==> config.mk <==
export PLATFORM = sky130hd
export DESIGN_NAME = motor_pwm_driver
export DESIGN_NICKNAME = d
export VERILOG_FILES = /design/src/rtl/motor_pwm_driver.sv
export SDC_FILE = /design/constraint.sdc
export NUM_CORES = 1
export LEC_CHECK = 0
export ABC_AREA = 1
export BUFFER_PORTS_ARGS = -buffer_cell sky130_fd_sc_hd__buf_2
export CELL_PAD_IN_SITES_DETAIL_PLACEMENT = 1
export CELL_PAD_IN_SITES_GLOBAL_PLACEMENT = 1
export CORE_MARGIN = 8
export CORE_UTILIZATION = 41
export DETAILED_ROUTE_END_ITERATION = 8
export PLACE_DENSITY = 0.77
export SLEW_MARGIN = 5
export SYNTH_ARGS = -nofsm -noshare
export SYNTH_HDL_FRONTEND = slang
export SYNTH_SLANG_ARGS = --single-unit
export TNS_END_PERCENT = 1
==> constraint.sdc <==
create_clock -name clk -period 2.65 [get_ports clk]
set_input_delay 0.265 -clock clk [delete_from_list [all_inputs] [get_ports clk]]
set_output_delay 0.265 -clock clk [all_outputs]
set_load 0.005 [all_outputs]
==> src/rtl/motor_pwm_driver.sv <==
// motor_pwm_driver: armed, ramp-limited, timeout-protected PWM drive for one motor channel
// Ports: clk/rst (async active-high); speed_i + speed_update_i strobe in;
// pwm_out_o registered drive, current_duty_o applied duty, armed_o (RUN),
// failsafe_o (FAILSAFE), period_start_o one-cycle pulse after each period boundary.
module motor_pwm_driver #(
  parameter int PRESCALE        = 4,
  parameter int RAMP_STEP       = 8,
  parameter int TIMEOUT_PERIODS = 64
) (
  input  logic       clk,
  input  logic       rst,
  input  logic [7:0] speed_i,
  input  logic       speed_update_i,
  output logic       pwm_out_o,
  output logic [7:0] current_duty_o,
  output logic       armed_o,
  output logic       failsafe_o,
  output logic       period_start_o
);
  localparam int PW = PRESCALE > 1 ? $clog2(PRESCALE) : 1;
  localparam int TW = $clog2(TIMEOUT_PERIODS + 1);
  typedef enum logic [1:0] {DISARMED, RUN, FAILSAFE} state_e;
  state_e          state_q, state_d;
  logic [PW-1:0]   pre_q, pre_d;
  logic [7:0]      cnt_q, cnt_d, duty_q, duty_d, target_q, target_d;
  logic [TW-1:0]   to_q, to_d, to_inc;
  logic            pwm_q, ps_q, armed_q, fs_q;
  logic            tick, boundary;
  logic [8:0]      diff, step;
  always_comb begin
    tick     = pre_q == PW'(PRESCALE - 1);
    boundary = tick && cnt_q == 8'hff;
    pre_d    = tick ? '0 : pre_q + PW'(1);
    cnt_d    = tick ? cnt_q + 8'd1 : cnt_q;
    diff     = {1'b0, target_q} - {1'b0, duty_q};
    step     = diff > 9'(RAMP_STEP) ? 9'(RAMP_STEP) : diff;
    to_inc   = to_q + TW'(1);
    state_d  = state_q;
    target_d = target_q;
    duty_d   = duty_q;
    to_d     = to_q;
    if (state_q != RUN) begin
      target_d = '0;
      duty_d   = '0;
      to_d     = '0;
      if (speed_update_i && speed_i == '0) state_d = RUN;
    end else begin
      // ramp uses the target held before this edge; a same-edge update lands next period
      if (boundary) duty_d = target_q > duty_q ? duty_q + step[7:0] : target_q;
      if (speed_update_i) begin
        target_d = speed_i;
        to_d     = '0;
      end else if (boundary) begin
        if (to_inc == TW'(TIMEOUT_PERIODS)) begin
          state_d  = FAILSAFE;
          duty_d   = '0;
          target_d = '0;
          to_d     = '0;
        end else begin
          to_d = to_inc;
        end
      end
    end
  end
  always_ff @(posedge clk or posedge rst) begin
    if (rst) begin
      state_q  <= DISARMED;
      pre_q    <= '0;
      cnt_q    <= '0;
      duty_q   <= '0;
      target_q <= '0;
      to_q     <= '0;
      pwm_q    <= 1'b0;
      ps_q     <= 1'b0;
      armed_q  <= 1'b0;
      fs_q     <= 1'b0;
    end else begin
      state_q  <= state_d;
      pre_q    <= pre_d;
      cnt_q    <= cnt_d;
      duty_q   <= duty_d;
      target_q <= target_d;
      to_q     <= to_d;
      pwm_q    <= state_q == RUN && cnt_q < duty_q;
      ps_q     <= boundary;
      armed_q  <= state_d == RUN;
      fs_q     <= state_d == FAILSAFE;
    end
  end
  assign pwm_out_o      = pwm_q;
  assign current_duty_o = duty_q;
  assign armed_o        = armed_q;
  assign failsafe_o     = fs_q;
  assign period_start_o = ps_q;
endmodule

Yosys cells after proc, flatten, opt, wreduce, memory -nomap -nowiden
Cells that the tools add are included.

storage, ports and cells
  register bits after elaboration = 39
  output and inout bits = 12
  logic and storage cells = 53

operators by class
  add/sub/neg operators = 5
  order comparisons = 3
  equal/unequal tests = 7
  muxes and demuxes = 21
  reduce and logical (&&, ||, !) cells = 7

operator list
  operator                                                              count
  8-bit 2-to-1 mux                                                      11
  7-bit 2-to-1 mux                                                      4
  2-bit 2-to-1 mux                                                      6
  9-bit by 4-bit > comparator with 1-bit output, second input constant  1
  8-bit by 8-bit subtractor with 9-bit output                           1
  8-bit by 1-bit adder with 8-bit output, second input constant         1
  8-bit adder                                                           1
  8-bit == test, second input constant                                  1
  8-bit > comparator                                                    1
  8-bit logical NOT                                                     1
  8-bit < comparator                                                    1
  7-bit by 1-bit adder with 7-bit output, second input constant         1
  7-bit == test, second input constant                                  1
  3-bit nonzero test                                                    2
  2-bit by 1-bit == test with 1-bit output, second input constant       2
  2-bit == test, second input constant                                  2
  1-bit logical AND                                                     3
  2-bit by 1-bit adder with 2-bit output, second input constant         1
  2-bit by 1-bit != test with 1-bit output, second input constant       1
  2-bit AND reduction                                                   1

Depth between registers and ports, before layout
Gate-level depths: netlist of run 1.

  depth after elaboration = 10
  depth in mapped cells = 24
  gate-level depth less buffers = 24

Worst setup path after synthesis of run 1
No wires, ideal clock.

  kind = register -> register
  start = register duty_q[1] (netlist: current_duty_o[1])
  end = register duty_q[6] (netlist: current_duty_o[6])
  library setup time = 0.087 ns
  arrival = 2.790 ns
  path slack = -0.227 ns
  stages on the path, launching flop included = 21
  buffers on the path = 0
  cells stage by stage = dfrtp_1 -> inv_1 -> fa_1 -> nand2_1 -> nand2_1 -> nand2_1 -> nand2_1 -> nand2_1 -> nor2_1 -> nand2_1 -> nor2_4 -> nand2_2 -> nor2_1 -> fa_1 -> nand3_1 -> nand2_1 -> a21o_1 -> a21oi_1 -> xor2_1 -> a21oi_1 -> a211oi_2

on the way
  word-level cells in the longest chain between the ends = 10
  elaborated cells on any way between the ends = 11
  classes of those cells = 2 x add/sub; 2 x order compare; 7 x mux

ends and longest elaborated chain
  item                                           line  RTL
  from (decl)                                    25    logic [7:0] cnt_q, cnt_d, duty_q, duty_d, target_q, target_d;
  from (signal assigned)                         81    duty_q <= duty_d;
  8-bit by 8-bit subtractor with 9-bit output    35    diff = {1'b0, target_q} - {1'b0, duty_q};
  9-bit by 4-bit > comparator with 1-bit output  36    step = diff > 9'(RAMP_STEP) ? 9'(RAMP_STEP) : diff;
  8-bit 2-to-1 mux                               36
  8-bit adder                                    49    if (boundary) duty_d = target_q > duty_q ? duty_q + step[7:0] : target_q;
  8-bit 2-to-1 mux (*) (2 in a row)              49
  8-bit 2-to-1 mux                               54    if (to_inc == TW'(TIMEOUT_PERIODS)) begin
  8-bit 2-to-1 mux                               53    end else if (boundary) begin
  8-bit 2-to-1 mux (*)                           50    if (speed_update_i) begin
  8-bit 2-to-1 mux (*)                           42    if (state_q != RUN) begin
  net duty_d[6]                                  25

Mark *: on every way through the listed nets, which the timed path passes. The rest lies on a longest branch.
A chain may end at the register's enable or synchronous reset.

Final worst setup path of run 1
  start = register target_q[0]
  end = register duty_q[3] (netlist: current_duty_o[3])

on the way
  word-level cells in the longest chain between the ends = 10
  elaborated cells on any way between the ends = 11
  classes of those cells = 2 x add/sub; 2 x order compare; 7 x mux

ends and longest elaborated chain
  item                                           line  RTL
  from (decl)                                    25
  from (signal assigned)                         82    target_q <= target_d;
  8-bit by 8-bit subtractor with 9-bit output    35
  9-bit by 4-bit > comparator with 1-bit output  36
  8-bit 2-to-1 mux                               36
  8-bit adder                                    49
  8-bit 2-to-1 mux (*) (2 in a row)              49
  8-bit 2-to-1 mux                               54
  8-bit 2-to-1 mux                               53
  8-bit 2-to-1 mux (*)                           50
  8-bit 2-to-1 mux (*)                           42
  net duty_d[3]                                  25

Marks and branches as above.

==> impl_metrics.py, run 1 <==
metrics = {
    "power_and_ir_drop": {
        "cellPowerDensity_nw_per_um2": 388.7,
        "swShare": 0.3194,
        "power_frac_clock": 0.285,
        "p_leak_nw": 1.928,
        "p_comb_frac": 0.265,
        "power.internal_w": 0.0009424,
        "p_sw_w": 0.0004422,
        "peakVddDrop_uv": 242.7,
        "sequentialPowerShare": 0.450,
    },
    "timing": {
        "holdWs_ns": 0.08165,
        "clock_skew_ns": 0.008856,
        "period_share": 1.220,
        "fmax_mhz": 309.4,
        "slew_headroom": 0.6652,
        "layout_setup_ws_ns": -0.5822,
        "finalMaxSlewViolations": 0,
        "tightest_slew_ns": 0.5021,
        "fin_crit_ns": 3.232,
        "hold_viol_final": 0,
        "rsz0062_at_grt": "true",
        "setup_viol": 7,
    },
    "yosys": {
        "ys_seq_area_frac": 0.3578,
        "yosys_warnings": 0,
        "ys_seq_elements": 39,
        "ys.flop_type": "dfrtp_1",
        "syn_avg_cell_area_um2": 8.070,
        "synth_cells": 338,
        "synthArstFlopShare": 1.000,
        "synth-edff-count": 0,
        "synth_cell_types": 40,
        "syn_area_um2": 2728,
    },
    "finish": {
        "nFillCells": 813,
        "area_delta_synth_final_pct": 30.60,
        "final_cell_mix": "nand2_1 (65), buf_4 (53), inv_1 (39), dfrtp_1 (39)",
        "nets": 460,
        "antenna_cells_inserted": 0,
        "multi_input_area_um2": 1700,
        "fin_area_um2": 3562,
        "drive_gt1_frac": 0.3239,
        "regArea_um2": 975.9,
        "final_common_cell": "nand2_1",
    },
    "route": {
        "firstDrtPassIters": 4,
        "ant_nets": 0,
        "post_drt_wl_per_cell_um": 17.98,
        "drc": 0,
        "vias": 2698,
        "vias_per_cell": 5.396,
        "drt_first_iter_violations": 118,
        "drt_wl_total_um": 8990,
    },
    "clock_network": {
        "cts_inserted_buffers": 5,
        "cts_tree": "done",
        "cts_root_buf": "clkbuf_8",
        "clock_latency_ns": 0.30,
        "clk_pin_slew_worst_paths_ns": 0.08,
        "cts.sinks": 39,
        "clockBufferDepth": 2,
        "htreeDepth": 2,
    },
    "floorplan": {
        "die_x_um": 97.57,
        "coreArea_um2": 6386,
        "die-area_um2": 9519,
        "num_rows": 29,
        "die_height_um": 97.57,
        "start_util": 0.4271,
        "pin_count": 23,
    },
    "worst_setup_path": {
        "crit_arrival_ns": 3.44,
        "crit_path_start_kind": "register",
        "critPathCaptureType": "register",
        "r2r_cells": 20,
        "critPathRequiredTime_ns": 2.85,
        "cp_cell_sequence": "inv_2, ha_4, inv_4, fa_2, nand2_2, nand2_2, nand3b_1, nand2_1, nor2_1, nand2_2, nor2_4, nand2_4, nor2_4, ha_4, buf_6, a21oi_2, nand2_2, xor2_2, nand2_1, a21oi_1",
        "crit_slowest_cell": "dfrtp_1",
        "crit_fanout": 4,
        "reg2reg_from": "target_q[0]",
        "worst_path_most_repeated_cell": "nand2_2",
        "path_class": "register to register",
        "crit_start": "target_q[0]",
        "crit_path_max_incr_delay_ns": 0.40,
    },
    "global_routing": {
        "grt_pass1_vias": 2822,
        "grt_max_degree": 40,
        "grt_overflow": 0,
        "antenna_found_initial": 0,
        "grt_pass1_wl_um": 13730,
        "groute.usage.overall": 0.1731,
    },
    "outcome": {
        "violations": "setup timing",
        "status": "finished with violations",
    },
    "placed_design": {
        "place_ws_ns": -0.4929,
        "dp_hpwl_um": 6402,
        "place_area_um2": 3291,
        "port_buffers": 22,
        "gp_congestion": 0.8318,
    },
    "hold_path": {
        "hold_path.class": "input port to async pin",
    },
    "flow_run": {
        "maxCapViolCount": 0,
    },
}
repair_timing:
item | in CTS | in global routing
pin swaps | 2 | 14
hold buffers | 0 | 0
setup endpoints to repair | 7 | 7
buffers inserted | 2 | 6
gates resized for setup | 9 | 21
worst max-delay path: cells and delay by family (launching register included):
family	cells	cell delay, ns
simple gates	11	1.16
xor+xnor	1	0.18
flops	1	0.40
fa+ha+maj	3	0.76
compound gates	2	0.40
buf+inv	3	0.24
flip-flops by register name, indices dropped and copies added, names as in the netlist:
register	cells
cnt_q	8
current_duty_o	8
target_q	8
to_q	7
pre_q	2
state_q	2
armed_o	1
failsafe_o	1
period_start_o	1
pwm_out_o	1
routing by layer:
metal,share of wire,global-route usage,vias up
met5,0,0,-
met4,0.023,0.05711,0
met3,0.034,0.02276,22
met2,0.52,0.2954,53
met1,0.43,0.2179,1345
li1,-,-,1278
area by class of cell:
type	instances	area share
multi-input combinational	251	0.4773
sequential	39	0.2740
timing repair buffer	76	0.1458
inverter	49	0.05234
tap	77	0.02705
clock buffer	5	0.01932
clock inverter	3	0.004215
power groups by stage:
stage | Combinational (W) | Sequential, W | Clock [W]
floorplan | 0.000185 | 0.000629 | 0
global placement | 0.000298 | 0.000632 | 0
detailed placement | 0.000311 | 0.000632 | 0
CTS | 0.000327 | 0.000621 | 0.000405
global route | 0.000402 | 0.000624 | 0.000429
finish | 0.000367 | 0.000623 | 0.000395
synth_stat cells, types with 3 or more instances:
cell / number / area [um^2]
a211oi_2: 3 / 37.54
a21oi_1: 26 / 130.1
a22o_1: 3 / 26.28
dfrtp_1: 39 / 975.9
ha_1: 25 / 312.8
inv_1: 43 / 161.4
inv_2: 6 / 22.52
nand2_1: 71 / 266.5
nand2_2: 5 / 31.28
nand3_1: 23 / 115.1
nand4_1: 5 / 31.28
nor2_1: 25 / 93.84
nor2_4: 3 / 33.78
nor3_1: 4 / 20.02
o21ai_0: 10 / 50.05
o21ai_1: 5 / 25.02
xnor2_1: 4 / 35.03
xor2_1: 10 / 87.58
per-stage QoR:
stage	utilization	total power (W)	cells	setup TNS [ns]
after floorplan	-	0.0008138	340	-0.1918
after global placement	0.5153	0.0009298	484	-1.408
after detailed placement	0.5153	0.0009433	484	-2.332
after CTS	0.5382	0.001353	494	-2.007
after global routing	0.5578	0.001454	500	-4.421
final	0.5578	0.001385	500	-3.108
kinds of logic after synthesis:
group,count (synthesis),synth area share
buf+inv,50,0.07156
mux,1,0.004128
simple gates,148,0.2624
xor+xnor,14,0.04495
fa+ha+maj,27,0.1294
flops,39,0.3578
other cells,1,0.001375
compound gates,58,0.1284
final timing paths:
path                                          end  slack, ns
worst max-delay path            current_duty_o[3]      -0.58
worst min-delay path            current_duty_o[0]       0.08
worst max register to register  current_duty_o[3]      -0.58
worst min register to register           pre_q[0]       0.43
max in group asynchronous       current_duty_o[5]       2.22
min in group clk                      target_q[1]       0.23
No activity file was read; power rests on OpenSTA's default activity.
==> run 2, diff against run 1 <==
--- a/config.mk
+++ b/config.mk
@@ -10,9 +10,9 @@
 export CELL_PAD_IN_SITES_DETAIL_PLACEMENT = 1
 export CELL_PAD_IN_SITES_GLOBAL_PLACEMENT = 1
 export CORE_MARGIN = 8
-export CORE_UTILIZATION = 41
+export CORE_UTILIZATION = 45
 export DETAILED_ROUTE_END_ITERATION = 8
-export PLACE_DENSITY = 0.77
+export PLACE_DENSITY = 0.8
 export SLEW_MARGIN = 5
 export SYNTH_ARGS = -nofsm -noshare
 export SYNTH_HDL_FRONTEND = slang
==> constraint.sdc (replaced) <==
create_clock -name clk -period 3.7 [get_ports clk]
set_input_delay 0.37 -clock clk [delete_from_list [all_inputs] [get_ports clk]]
set_output_delay 0.37 -clock clk [all_outputs]
set_load 0.005 [all_outputs]
==> run 2 against run 1 <==
Net effect: the run now ends clean; utilization is 4.1 points lower; clock power down 12%; critical path depth up 1; fmax down 4.8%; design area down 15%; clock skew barely moved; die area decreased by 7.5%; non-clock buffer count decreased by 53; total power decreased by 30%.
==> impl_metrics.py, run 2 (synthesis results as in run 1) <==
metrics = {
    "route": {
        "ant_nets": 0,
        "firstDrtPassIters": 4,
        "drt_wl_total_um": 7221,
        "vias_per_cell": 5.333,
        "post_drt_wl_per_cell_um": 16.26,
        "drc": 0,
        "vias": 2368,
        "drt_first_iter_violations": 72,
    },
    "worst_setup_path": {
        "critPathTopFamily": "simple AND/OR/NAND/NOR gates",
        "crit_path_max_incr_delay_ns": 0.41,
        "crit_arrival_ns": 3.60,
        "critPathCaptureType": "register",
        "crit_slowest_cell": "fa_1",
        "worst_path_most_repeated_cell": "nand2_1",
        "rrSetupSlack_ns": 0.30,
        "path_class": "register to register",
        "cp_cell_sequence": "inv_1, ha_1, inv_1, fa_1, nand2_1, nand2_1, nand3_1, nand2_1, nand2_1, nand2_1, nor2_2, nand2_2, nor2_1, ha_1, nand3_1, nand2_1, a21o_1, a21oi_1, xor2_1, a21oi_1, a211oi_2",
        "crit_path_start_kind": "register",
        "reg2reg_to": "current_duty_o[6]",
        "crit_fanout": 5,
        "reg2reg_from": "target_q[0]",
        "r2r_cells": 21,
        "path_buf_inv": 2,
        "critPathRequiredTime_ns": 3.90,
    },
    "finish": {
        "regArea_um2": 975.9,
        "nFillCells": 750,
        "fin_area_um2": 3042,
        "final_common_cell": "nand2_1",
        "area_delta_synth_final_pct": 11.51,
        "final_cell_mix": "nand2_1 (71), inv_1 (43), dfrtp_1 (39)",
        "multi_input_area_um2": 1564,
        "nets": 407,
        "drive_gt1_frac": 0.1572,
        "antenna_cells_inserted": 0,
    },
    "global_routing": {
        "grt_pass1_wl_um": 12630,
        "antenna_found_initial": 0,
        "grt_max_degree": 24,
        "grt_overflow": 0,
        "grt_pass1_vias": 2642,
        "groute.usage.overall": 0.1781,
    },
    "clock_network": {
        "cts.sinks": 39,
        "cts_inserted_buffers": 5,
        "cts.hold.buffers_added": 0,
        "cts_tree": "done",
        "clock_latency_ns": 0.29,
        "cts_resized": 0,
        "cts_root_buf": "clkbuf_8",
        "clockBufferDepth": 2,
        "clk_pin_slew_worst_paths_ns": 0.08,
        "post-cts-setup-buffer-count": 0,
        "htreeDepth": 2,
    },
    "timing": {
        "finalMaxSlewViolations": 0,
        "tightest_slew_ns": 0.8568,
        "holdWs_ns": 0.2421,
        "slew_headroom": 0.4281,
        "fin_crit_ns": 3.396,
        "setup_viol": 0,
        "clock_skew_ns": 0.009140,
        "rsz0062_at_grt": "false",
        "fmax_mhz": 294.5,
        "hold_viol_final": 0,
        "period_share": 0.9177,
        "tns_ns": 0,
    },
    "placed_design": {
        "port_buffers": 22,
        "dp_hpwl_um": 5905,
        "place_area_um2": 2935,
        "gp_congestion": 0.8344,
    },
    "power_and_ir_drop": {
        "p_total_w": 0.0009672,
        "peakVddDrop_uv": 212.3,
        "p_leak_nw": 1.651,
        "cellPowerDensity_nw_per_um2": 318.0,
    },
    "flow_run": {
        "maxCapViolCount": 0,
    },
    "floorplan": {
        "coreArea_um2": 5886,
        "pin_count": 23,
        "die-area_um2": 8809,
        "die_x_um": 93.86,
        "num_rows": 28,
        "die_height_um": 93.86,
        "start_util": 0.4634,
    },
    "hold_path": {
        "hold_path.class": "input port to async pin",
    },
    "outcome": {
        "status": "finished clean",
    },
}
## run 2: changes by cell type in the layout (fill, tap and decap cells not counted), sizes merged
cell,before,now
buf,76,23
clkinv,3,0
bufinv,0,1
clkinvlp,0,1
## run 2: worst max path at each step
stage	startpoint	endpoint	cells past startpoint
floorplan	current_duty_o[1]	current_duty_o[6]	20
global placement	target_q[0]	current_duty_o[6]	21
detailed placement	target_q[0]	current_duty_o[6]	21
CTS	target_q[0]	current_duty_o[6]	21
global route	current_duty_o[1]	current_duty_o[6]	17
finish	target_q[0]	current_duty_o[6]	21
## run 2: worst register-to-register path, cell delays in order (launching register included)
cell and delay [ns]:
dfrtp_1 0.39, inv_1 0.11, ha_1 0.16, inv_1 0.06, fa_1 0.41, nand2_1 0.08, nand2_1 0.08, nand3_1 0.10
nand2_1 0.06, nand2_1 0.06, nand2_1 0.06, nor2_2 0.20, nand2_2 0.12, nor2_1 0.14, ha_1 0.29, nand3_1 0.10
nand2_1 0.09, a21o_1 0.16, a21oi_1 0.17, xor2_1 0.21, a21oi_1 0.11, a211oi_2 0.16
## run 2: layer usage
metal / vias to the layer above / track usage / wire length (um)
met5: - / 0 / 0
met4: 0 / 0.05812 / 191
met3: 15 / 0.03757 / 206
met2: 36 / 0.2981 / 3501
met1: 1146 / 0.2218 / 3322
li1: 1171 / - / -
## run 2: where the power goes
part	internal (W)	switching (W)
Clock	0.000197	0.000150
Combinational	0.0000581	0.000114
Sequential	0.000436	0.0000125
## run 2: layout make-up
| class | count | share of cell area |
|---|---|---|
| multi-input cells | 251 | 0.5142 |
| well taps | 75 | 0.03085 |
| flip-flops and latches | 39 | 0.3209 |
| clock inverters | 2 | 0.01234 |
| clock buffers | 5 | 0.02262 |
| repair buffers | 23 | 0.03867 |
| inverters | 49 | 0.06047 |
## run 2: through the flow
| stage | std cells | worst slack [ns] | util |
|---|---|---|---|
| floorplan | 340 | 0.8235 | - |
| global placement | 437 | 0.5316 | 0.4987 |
| detailed placement | 437 | 0.3967 | 0.4987 |
| CTS | 444 | 0.2949 | 0.5168 |
| global route | 444 | 0.08707 | 0.5168 |
| finish | 444 | 0.3044 | 0.5168 |
